[src/rtl/key_event_queue.sv]
// PS/2 key event FIFO with paced one-cycle delivery strobes for the MTX keyboard inputs.
// Optional typematic-repeat suppression when KEY_REPEAT_FILTER_EN is defined.
module key_event_queue #(
  parameter int unsigned DEPTH_LOG2 = 3,
  parameter int unsigned GAP_CYCLES = 25000
) (
  input  logic                  clk_sys,
  input  logic                  res_n,
  input  logic                  flush,
  input  logic [10:0]           ps2_key,
  output logic                  key_ready,
  output logic                  key_stroke,
  output logic [9:0]            key_code,
  output logic                  overflow,
  output logic [DEPTH_LOG2:0]   level
);

  localparam int unsigned DEPTH = 1 << DEPTH_LOG2;
  localparam int unsigned GW    = $clog2(GAP_CYCLES + 1);
  localparam logic [DEPTH_LOG2:0] FULL_LVL = {1'b1, {DEPTH_LOG2{1'b0}}};

  typedef enum logic {S_IDLE, S_GAP} state_e;

  state_e                state_q, state_d;
  logic [GW-1:0]         gap_q, gap_d;
  logic [10:0]           mem_q [DEPTH];
  logic [DEPTH_LOG2-1:0] wr_ptr_q, rd_ptr_q;
  logic [DEPTH_LOG2:0]   count_q;
  logic                  armed_q, prev_tgl_q, overflow_q;
  logic                  key_ready_q, key_ready_d;
  logic                  key_stroke_q, key_stroke_d;
  logic [9:0]            key_code_q, key_code_d;
  logic                  event_det, accept, full, pop, push;
  logic [10:0]           entry;

  assign event_det = armed_q && !flush && (ps2_key[10] != prev_tgl_q);
  assign entry     = {~ps2_key[9], 1'b0, ps2_key[8:0]};
  assign full      = (count_q == FULL_LVL);
  assign pop       = !flush && (state_q == S_IDLE) && (count_q != '0);
  assign push      = accept && (!full || pop);

`ifdef KEY_REPEAT_FILTER_EN
  logic       held_valid_q;
  logic [8:0] held_code_q;

  // Repeated makes of the key already held are dropped before the FIFO sees them.
  assign accept = event_det && !(ps2_key[9] && held_valid_q && (held_code_q == ps2_key[8:0]));

  always_ff @(posedge clk_sys or negedge res_n) begin
    if (!res_n) begin
      held_valid_q <= 1'b0;
      held_code_q  <= '0;
    end else if (flush) begin
      held_valid_q <= 1'b0;
    end else if (event_det) begin
      if (ps2_key[9]) begin
        if (accept) begin
          held_code_q  <= ps2_key[8:0];
          held_valid_q <= 1'b1;
        end
      end else if (held_valid_q && (held_code_q == ps2_key[8:0])) begin
        held_valid_q <= 1'b0;
      end
    end
  end
`else
  assign accept = event_det;
`endif

  // First edge after reset/flush only captures the toggle phase.
  always_ff @(posedge clk_sys or negedge res_n) begin
    if (!res_n) begin
      armed_q    <= 1'b0;
      prev_tgl_q <= 1'b0;
    end else if (flush) begin
      armed_q <= 1'b0;
    end else if (!armed_q) begin
      armed_q    <= 1'b1;
      prev_tgl_q <= ps2_key[10];
    end else if (event_det) begin
      prev_tgl_q <= ps2_key[10];
    end
  end

  always_ff @(posedge clk_sys) begin
    if (push) mem_q[wr_ptr_q] <= entry;
  end

  always_ff @(posedge clk_sys or negedge res_n) begin
    if (!res_n) begin
      wr_ptr_q   <= '0;
      rd_ptr_q   <= '0;
      count_q    <= '0;
      overflow_q <= 1'b0;
    end else if (flush) begin
      wr_ptr_q   <= '0;
      rd_ptr_q   <= '0;
      count_q    <= '0;
      overflow_q <= 1'b0;
    end else begin
      if (push) wr_ptr_q <= wr_ptr_q + 1'b1;
      if (pop)  rd_ptr_q <= rd_ptr_q + 1'b1;
      if (push && !pop)      count_q <= count_q + 1'b1;
      else if (pop && !push) count_q <= count_q - 1'b1;
      if (accept && full && !pop) overflow_q <= 1'b1;
    end
  end

  always_ff @(posedge clk_sys or negedge res_n) begin
    if (!res_n) begin
      state_q      <= S_IDLE;
      gap_q        <= '0;
      key_ready_q  <= 1'b0;
      key_stroke_q <= 1'b0;
      key_code_q   <= '0;
    end else begin
      state_q      <= state_d;
      gap_q        <= gap_d;
      key_ready_q  <= key_ready_d;
      key_stroke_q <= key_stroke_d;
      key_code_q   <= key_code_d;
    end
  end

  // GAP returns to IDLE as the counter reaches zero, so pops are exactly GAP_CYCLES apart.
  always_comb begin
    state_d = state_q;
    gap_d   = gap_q;
    if (flush) begin
      state_d = S_IDLE;
      gap_d   = '0;
    end else begin
      case (state_q)
        S_IDLE: begin
          if (pop && (GAP_CYCLES > 1)) begin
            state_d = S_GAP;
            gap_d   = GW'(GAP_CYCLES - 1);
          end
        end
        S_GAP: begin
          gap_d = gap_q - 1'b1;
          if (gap_q == GW'(1)) state_d = S_IDLE;
        end
        default: state_d = S_IDLE;
      endcase
    end
  end

  always_comb begin
    key_ready_d  = pop;
    key_stroke_d = key_stroke_q;
    key_code_d   = key_code_q;
    if (pop) {key_stroke_d, key_code_d} = mem_q[rd_ptr_q];
  end

  assign key_ready  = key_ready_q;
  assign key_stroke = key_stroke_q;
  assign key_code   = key_code_q;
  assign overflow   = overflow_q;
  assign level      = count_q;

endmodule

[config.mk]
export PLATFORM = sky130hd
export DESIGN_NAME = key_event_queue
export DESIGN_NICKNAME = d
export VERILOG_FILES = /design/src/rtl/key_event_queue.sv
export SDC_FILE = /design/constraint.sdc
export NUM_CORES = 1
export LEC_CHECK = 0
export BUFFER_PORTS_ARGS = -buffer_cell sky130_fd_sc_hd__buf_2
export CAP_MARGIN = 10
export CORE_MARGIN = 5
export CORE_UTILIZATION = 60
export CTS_CLUSTER_SIZE = 20
export DETAILED_ROUTE_END_ITERATION = 7
export PLACE_DENSITY = 0.79
export SYNTH_ARGS = -nofsm -noshare
export SYNTH_HDL_FRONTEND = slang
export SYNTH_SLANG_ARGS = --single-unit
[constraint.sdc]
create_clock -name clk_sys -period 3.58 [get_ports clk_sys]
set_input_delay 0 -clock clk_sys [delete_from_list [all_inputs] [get_ports clk_sys]]
set_output_delay 0 -clock clk_sys [all_outputs]
set_load 0.05 [all_outputs]
# Word-level counts from Yosys, hierarchy flattened
# Memory sizes are Yosys's and may differ from the RTL's. A register that Yosys moved wholly into a read port is not among the register bits.
# Cells that the tools add are included.
# word_totals
mem_count	1
regBits	40
word_cells	66
ramBits	80
# classes
n_addsub	5
bitwise	3
n_eq_ne	5
reduce_logical	21
mux	21
# memory_table
memory	depth	width	read_ports	rd_ports_with_merged_regs	write_ports	line	text
mem_q	8	10	1	1	1	26	logic [10:0] mem_q [DEPTH];
# ops
operator	count
$mux 15	2
$pmux 15 s2	1
$eq 15x1->1 const B	1
$sub 15x1->15 const B	1
$mux 3	4
$mux 4	3
$mux 1	10
$logic_and 1x1->1	9
$add 3x1->3 const B	2
$reduce_bool 2->1	3
$logic_not 1->1	5
$add 4x1->4 const B	1
$eq 4x4->1 const B	1
$reduce_bool 4->1	1
$sub 4x1->4 const B	1
$ne 3x3->1 const B	1
$not 1->1	3
$reduce_bool 3->1	1
$ne 2x1->1 const B	1
$pmux 1 s2	1
$reduce_and 2->1	1
$logic_or 1x1->1	1
$ne 1x1->1	1

# Depth between registers and ports, before layout
# depth
word_depth	10
mapped_depth	12
ltp_nobuf	10

# Worst setup path before layout
# OpenSTA, ideal clock, no wires.
# synth_path
path_kind	flip-flop to flip-flop
start	reg count_q[1], in the netlist level[1]
end	mem mem_q[2][0] in the netlist's numbering, enable pin
t_arrival_ps	2380
path_stages_with_launch	5
n_path_buf	0
path_slack_ps	792
cell_sequence	dfrtp_1 nor3_1 nand3_1 nand2_1 nor4b_1
# synth_via
elab_chain_len	6
# synth_rtl
item	line	text
from (decl)	28	logic [DEPTH_LOG2:0] count_q;
from (signal assigned)	103	if (push && !pop) count_q <= count_q + 1'b1;
from (signal assigned)	104	else if (pop && !push) count_q <= count_q - 1'b1;
$eq 4x4->1 / $reduce_bool 4->1 (equally long branches)	38, 39	
$logic_not 1->1 / $logic_and 1x1->1 (equally long branches)	40, 39	
$logic_or 1x1->1 (*)	40	assign push = accept && (!full || pop);
$logic_and 1x1->1 (*)	40	
$mux 1 (*)	86	if (push) mem_q[wr_ptr_q] <= entry;
$mux 1 (not written as such) (*)	86	
to (decl)	26	
# Mark *: on every way between the ends. The rest lies on a longest branch, timed or not.

# Worst setup path in the final report
# layout_path
start	reg state_q
end	reg count_q[3], in the netlist level[3]
# layout_via
elab_chain_len	8
# layout_rtl
item	line	text
from (decl)	24	state_e state_q, state_d;
from (signal assigned)	117	state_q <= state_d;
$not 1->1 (*)	n/a	
$logic_and 1x1->1 (*) (2 in a row)	39	assign pop = !flush && (state_q == S_IDLE) && (count_q != '0);
$logic_or 1x1->1	40	
$logic_and 1x1->1	40	
$logic_and 1x1->1 / $logic_not 1->1 (equally long branches)	103, 104	
$mux 4 / $logic_and 1x1->1 (equally long branches)	103, 104	
$mux 4 / $reduce_bool 3->1 (equally long branches)	n/a	
# Marked as above.
# A chain may end at the register's enable or synchronous reset.

==> impl_metrics.py <==
metrics = {
    "logic_synthesis": {
        "synth_fa_ha_area_share_pct": 1.86,
        "synth_ff_type": "edfxtp_1",
        "synth_simple_gate_area_share_pct": 9.74,
        "synth_seq_cells": 120,
        "synth_compound_area_share_pct": 5.92,
        "syn_inst": 341,
        "muxShareOfSynthArea_pct": 11.0,
        "async_flop_share_pct": 33.3,
        "synth_edf_count": 80,
        "ys_types": 52,
        "ys_warn_count": 0,
        "synth_top_family_by_area": "multiplexers",
        "synth.net_count": 362,
        "avgSynthCellArea_um2": 15.0,
        "synth_area_mm2": 0.00511,
        "ys_seq_area_share_pct": 66.6,
        "synth_xor_area_share_pct": 2.23,
    },
    "global_routing": {
        "grt_usage_pct": 22.3,
        "grt_max_degree": 41,
        "grt.overflow.total": 0,
        "antenna_found_initial": 0,
        "grt_pass1_wl_um": 16800,
        "grt_pass1_vias": 3121,
    },
    "job": {
        "cap_violations": 0,
    },
    "worst_setup_path": {
        "path_max_fanout": 8,
        "cp_cell_sequence": "or2_2 -> nand3_1 -> and2_1 -> nand2_1 -> ha_1 -> a21oi_1 -> nand3_1 -> o2111ai_1 -> o211ai_1",
        "worstReg2RegStart": "state_q$_DFF_PN0_",
        "cp.arrival_ns": 2.93,
        "crit_buf_inv": 0,
        "r2r-end": "level[3]$_DFFE_PN0P_",
        "critPathCaptureType": "register",
        "rrSetupSlack_ns": 1.04,
        "crit_top_cell": "nand3_1",
        "cp_slowest_stage_delay_ns": 0.37,
        "cp_top_family": "simple AND/OR/NAND/NOR gates",
        "critPathLaunchType": "register",
        "cp.required_ns": 3.96,
        "critical_path_class": "reg2reg",
        "slowest_stage": "dfrtp_1",
        "r2r_cells": 9,
    },
    "pwr": {
        "powerDensity_mw_per_mm2": 805,
        "p_comb_share_pct": 29.6,
        "p_switching_w": 0.00177,
        "p_leak_nw": 2.25,
        "peakVddDrop_mv": 0.475,
        "swShare_pct": 36.0,
        "seqPwrFrac_pct": 37.3,
        "pwr-share-clk_pct": 33.2,
        "p_int_w": 0.00315,
    },
    "timing": {
        "worstMarginPinSlew_ns": 1.07,
        "period_needed_ns": 2.54,
        "finalHoldViolations": 0,
        "timing.fmax_mhz": 393,
        "setup_slack_ns": 1.04,
        "period_share_pct": 71.1,
        "drv_slew": 0,
        "setup_violations": 0,
        "fin_skew_ns": 0.0103,
        "fin_setup_tns_ns": 0,
        "rsz0062_at_grt": "false",
        "slew_headroom_pct": 28.8,
    },
    "die": {
        "design.portCount": 31,
        "core_area_mm2": 0.00826,
        "dieWidth_um": 102,
        "dieArea_mm2": 0.0105,
        "die_y_um": 102,
        "row_count": 33,
        "initial_core_util_pct": 61.9,
    },
    "clock_network": {
        "cts_root_buf": "clkbuf_8",
        "cts-htree-levels": 4,
        "clockBufferDepth": 2,
        "path_clk_slew_ns": 0.06,
        "tritoncts": "done",
        "clock_latency_ns": 0.52,
        "clock_sinks": 120,
        "cts_buffers": 17,
    },
    "final_layout": {
        "drive_above_1_share_pct": 27.1,
        "diodes": 0,
        "nNetsFinal": 417,
        "syn_to_final_growth_pct": 19.4,
        "fillers": 513,
    },
    "route": {
        "wl_met3_um": 661,
        "vias_per_cell": 6.03,
        "met1_length_um": 3910,
        "firstDrtPassIters": 4,
        "totalWireLength_um": 10400,
        "drc": 0,
        "ant_nets": 0,
        "routedWlPerCell_um": 20.3,
        "num_vias": 3101,
        "drtIter0Drc": 210,
        "routed.top_layer": "met4",
        "met2_length_um": 5690,
    },
    "placement": {
        "dp_slack_ns": 1.11,
        "globalplace.congestion": 0.878,
        "dp_hpwl_um": 6300,
        "io_buffer_count": 29,
    },
    "status": {
        "status": "completed",
    },
    "hold_path": {
        "hold_path_class": "in2async",
    },
}
power groups by stage:
stage / Clock (W) / Sequential [W] / Combinational, W
floorplan: 0 / 0.00206 / 0.000926
detailed placement: 0 / 0.00185 / 0.00144
global route: 0.00173 / 0.00186 / 0.00158
CTS: 0.00165 / 0.00183 / 0.00147
finish: 0.00163 / 0.00183 / 0.00145
global placement: 0 / 0.00184 / 0.00141
final cells by class:
type | count | area [µm²] | area share (%)
Clock buffer | 17 | 414 | 6.78
Clock inverter | 15 | 156 | 2.56
Inverter | 9 | 33.8 | 0.553
Multi-Input combinational cell | 193 | 1590 | 26.1
Sequential cell | 120 | 3400 | 55.7
Tap cell | 105 | 131 | 2.15
Timing Repair Buffer | 55 | 373 | 6.11
how the worst max path moves through the flow:
stage               cells past startpoint                 start                    end  slack [ns]
floorplan                               4  level[1]$_DFFE_PN0P_  mem_q[2][0]$_DFFE_PP_        0.79
global placement                        9     state_q$_DFF_PN0_   level[3]$_DFFE_PN0P_        1.22
detailed placement                      9     state_q$_DFF_PN0_   level[3]$_DFFE_PN0P_        1.11
CTS                                     9     state_q$_DFF_PN0_   level[3]$_DFFE_PN0P_        1.09
global route                            9  level[1]$_DFFE_PN0P_   level[3]$_DFFE_PN0P_        0.89
finish                                  9     state_q$_DFF_PN0_   level[3]$_DFFE_PN0P_        1.04
worst reg2reg max path: stages, from the launching register on:
cell       delay (ns)
dfrtp_1          0.37
or2_2            0.30
nand3_1          0.20
and2_1           0.36
nand2_1          0.16
ha_1             0.35
a21oi_1          0.21
nand3_1          0.13
o2111ai_1        0.22
o211ai_1         0.12
stage by stage:
| stage | instances | total power (W) | area, µm² | hold WS, ns | utilization [%] |
|---|---|---|---|---|---|
| 5_1_grt | 514 | 0.00517 | 6110 | 0.234 | 73.9 |
| 2_1_floorplan | 341 | 0.00298 | 5110 | -0.296 | - |
| 6_report | 514 | 0.00492 | 6110 | 0.176 | 73.9 |
| 3_5_place_dp | 469 | 0.00329 | 5410 | 0.197 | 65.5 |
| 4_1_cts | 514 | 0.00494 | 6110 | 0.187 | 73.9 |
| 3_3_place_gp | 469 | 0.00326 | 5410 | 0.194 | 65.5 |
routing by layer:
layer	global-route usage [%]	vias to the layer above
li1	-	1410
met1	27.0	1580
met2	38.4	99
met3	6.96	12
met4	7.16	0
met5	0	-
sequential cells by signal, indices dropped and copies added, names as in the netlist:
| name | flops |
|---|---|
| armed_q | 1 |
| gap_q | 15 |
| key_code | 9 |
| key_ready | 1 |
| key_stroke | 1 |
| level | 4 |
| mem_q | 80 |
| overflow | 1 |
| prev_tgl_q | 1 |
| rd_ptr_q | 3 |
| state_q | 1 |
| wr_ptr_q | 3 |
logic make-up after synthesis:
| kind of cell | after synthesis |
|---|---|
| other | 1 |
| multiplexers | 31 |
| AO/OA/AOI/OAI | 45 |
| adder cells (fa/ha/maj) | 7 |
| XOR/XNOR | 13 |
| flip-flops | 120 |
| buffers and inverters | 28 |
| AND/OR/NAND/NOR | 96 |
synth_stat cells, types with 2 or more instances:
master	count	share of area, %
or4_4	2	0.44
clkbuf_1	6	0.44
buf_2	7	0.69
nor4b_1	2	0.34
mux4_2	20	8.8
clkinv_1	2	0.15
a21oi_1	15	1.5
edfxtp_1	80	47
nor2_2	2	0.24
a221oi_1	2	0.34
nand2_1	16	1.2
and3_1	2	0.24
nor3b_1	2	0.29
xnor2_1	9	1.5
dfrtp_1	40	20
mux2i_1	10	2.0
nor3_1	11	1.1
o311ai_0	2	0.34
inv_1	7	0.51
a211oi_1	2	0.29
o21ai_0	9	0.88
nor4_1	5	0.61
buf_4	5	0.73
nand2_2	2	0.24
ha_1	6	1.5
nor2_1	31	2.3
o31ai_1	4	0.59
nand3_1	10	0.98
xor2_1	4	0.69
a211oi_2	3	0.73
or2_2	2	0.24
placed cells by master, fill, tap and decap left out, types with 3 or more instances in the layout:
master | synthesis | routed
clkbuf_16 | 0 | 16
a211oi_2 | 3 | 3
dfrtp_1 | 40 | 40
nor2_1 | 31 | 31
ha_1 | 6 | 6
o21ai_0 | 9 | 9
edfxtp_1 | 80 | 80
nor4_1 | 5 | 4
buf_4 | 5 | 13
clkinvlp_4 | 0 | 3
nand3_1 | 10 | 10
mux4_2 | 20 | 20
inv_1 | 7 | 7
xor2_1 | 4 | 4
xnor2_1 | 9 | 9
buf_2 | 7 | 29
nand2_1 | 16 | 16
inv_6 | 0 | 6
dlygate4sd3_1 | 0 | 13
a21oi_1 | 15 | 15
mux2i_1 | 10 | 10
o31ai_1 | 4 | 4
inv_8 | 0 | 3
nor3_1 | 11 | 11
timing repair:
item	4_1_cts	5_1_grt
hold buffers	13	0
buffers inserted	0	0
resized for setup	0	0
hold endpoints to repair	136	0
(Power assumes the default switching activity.)
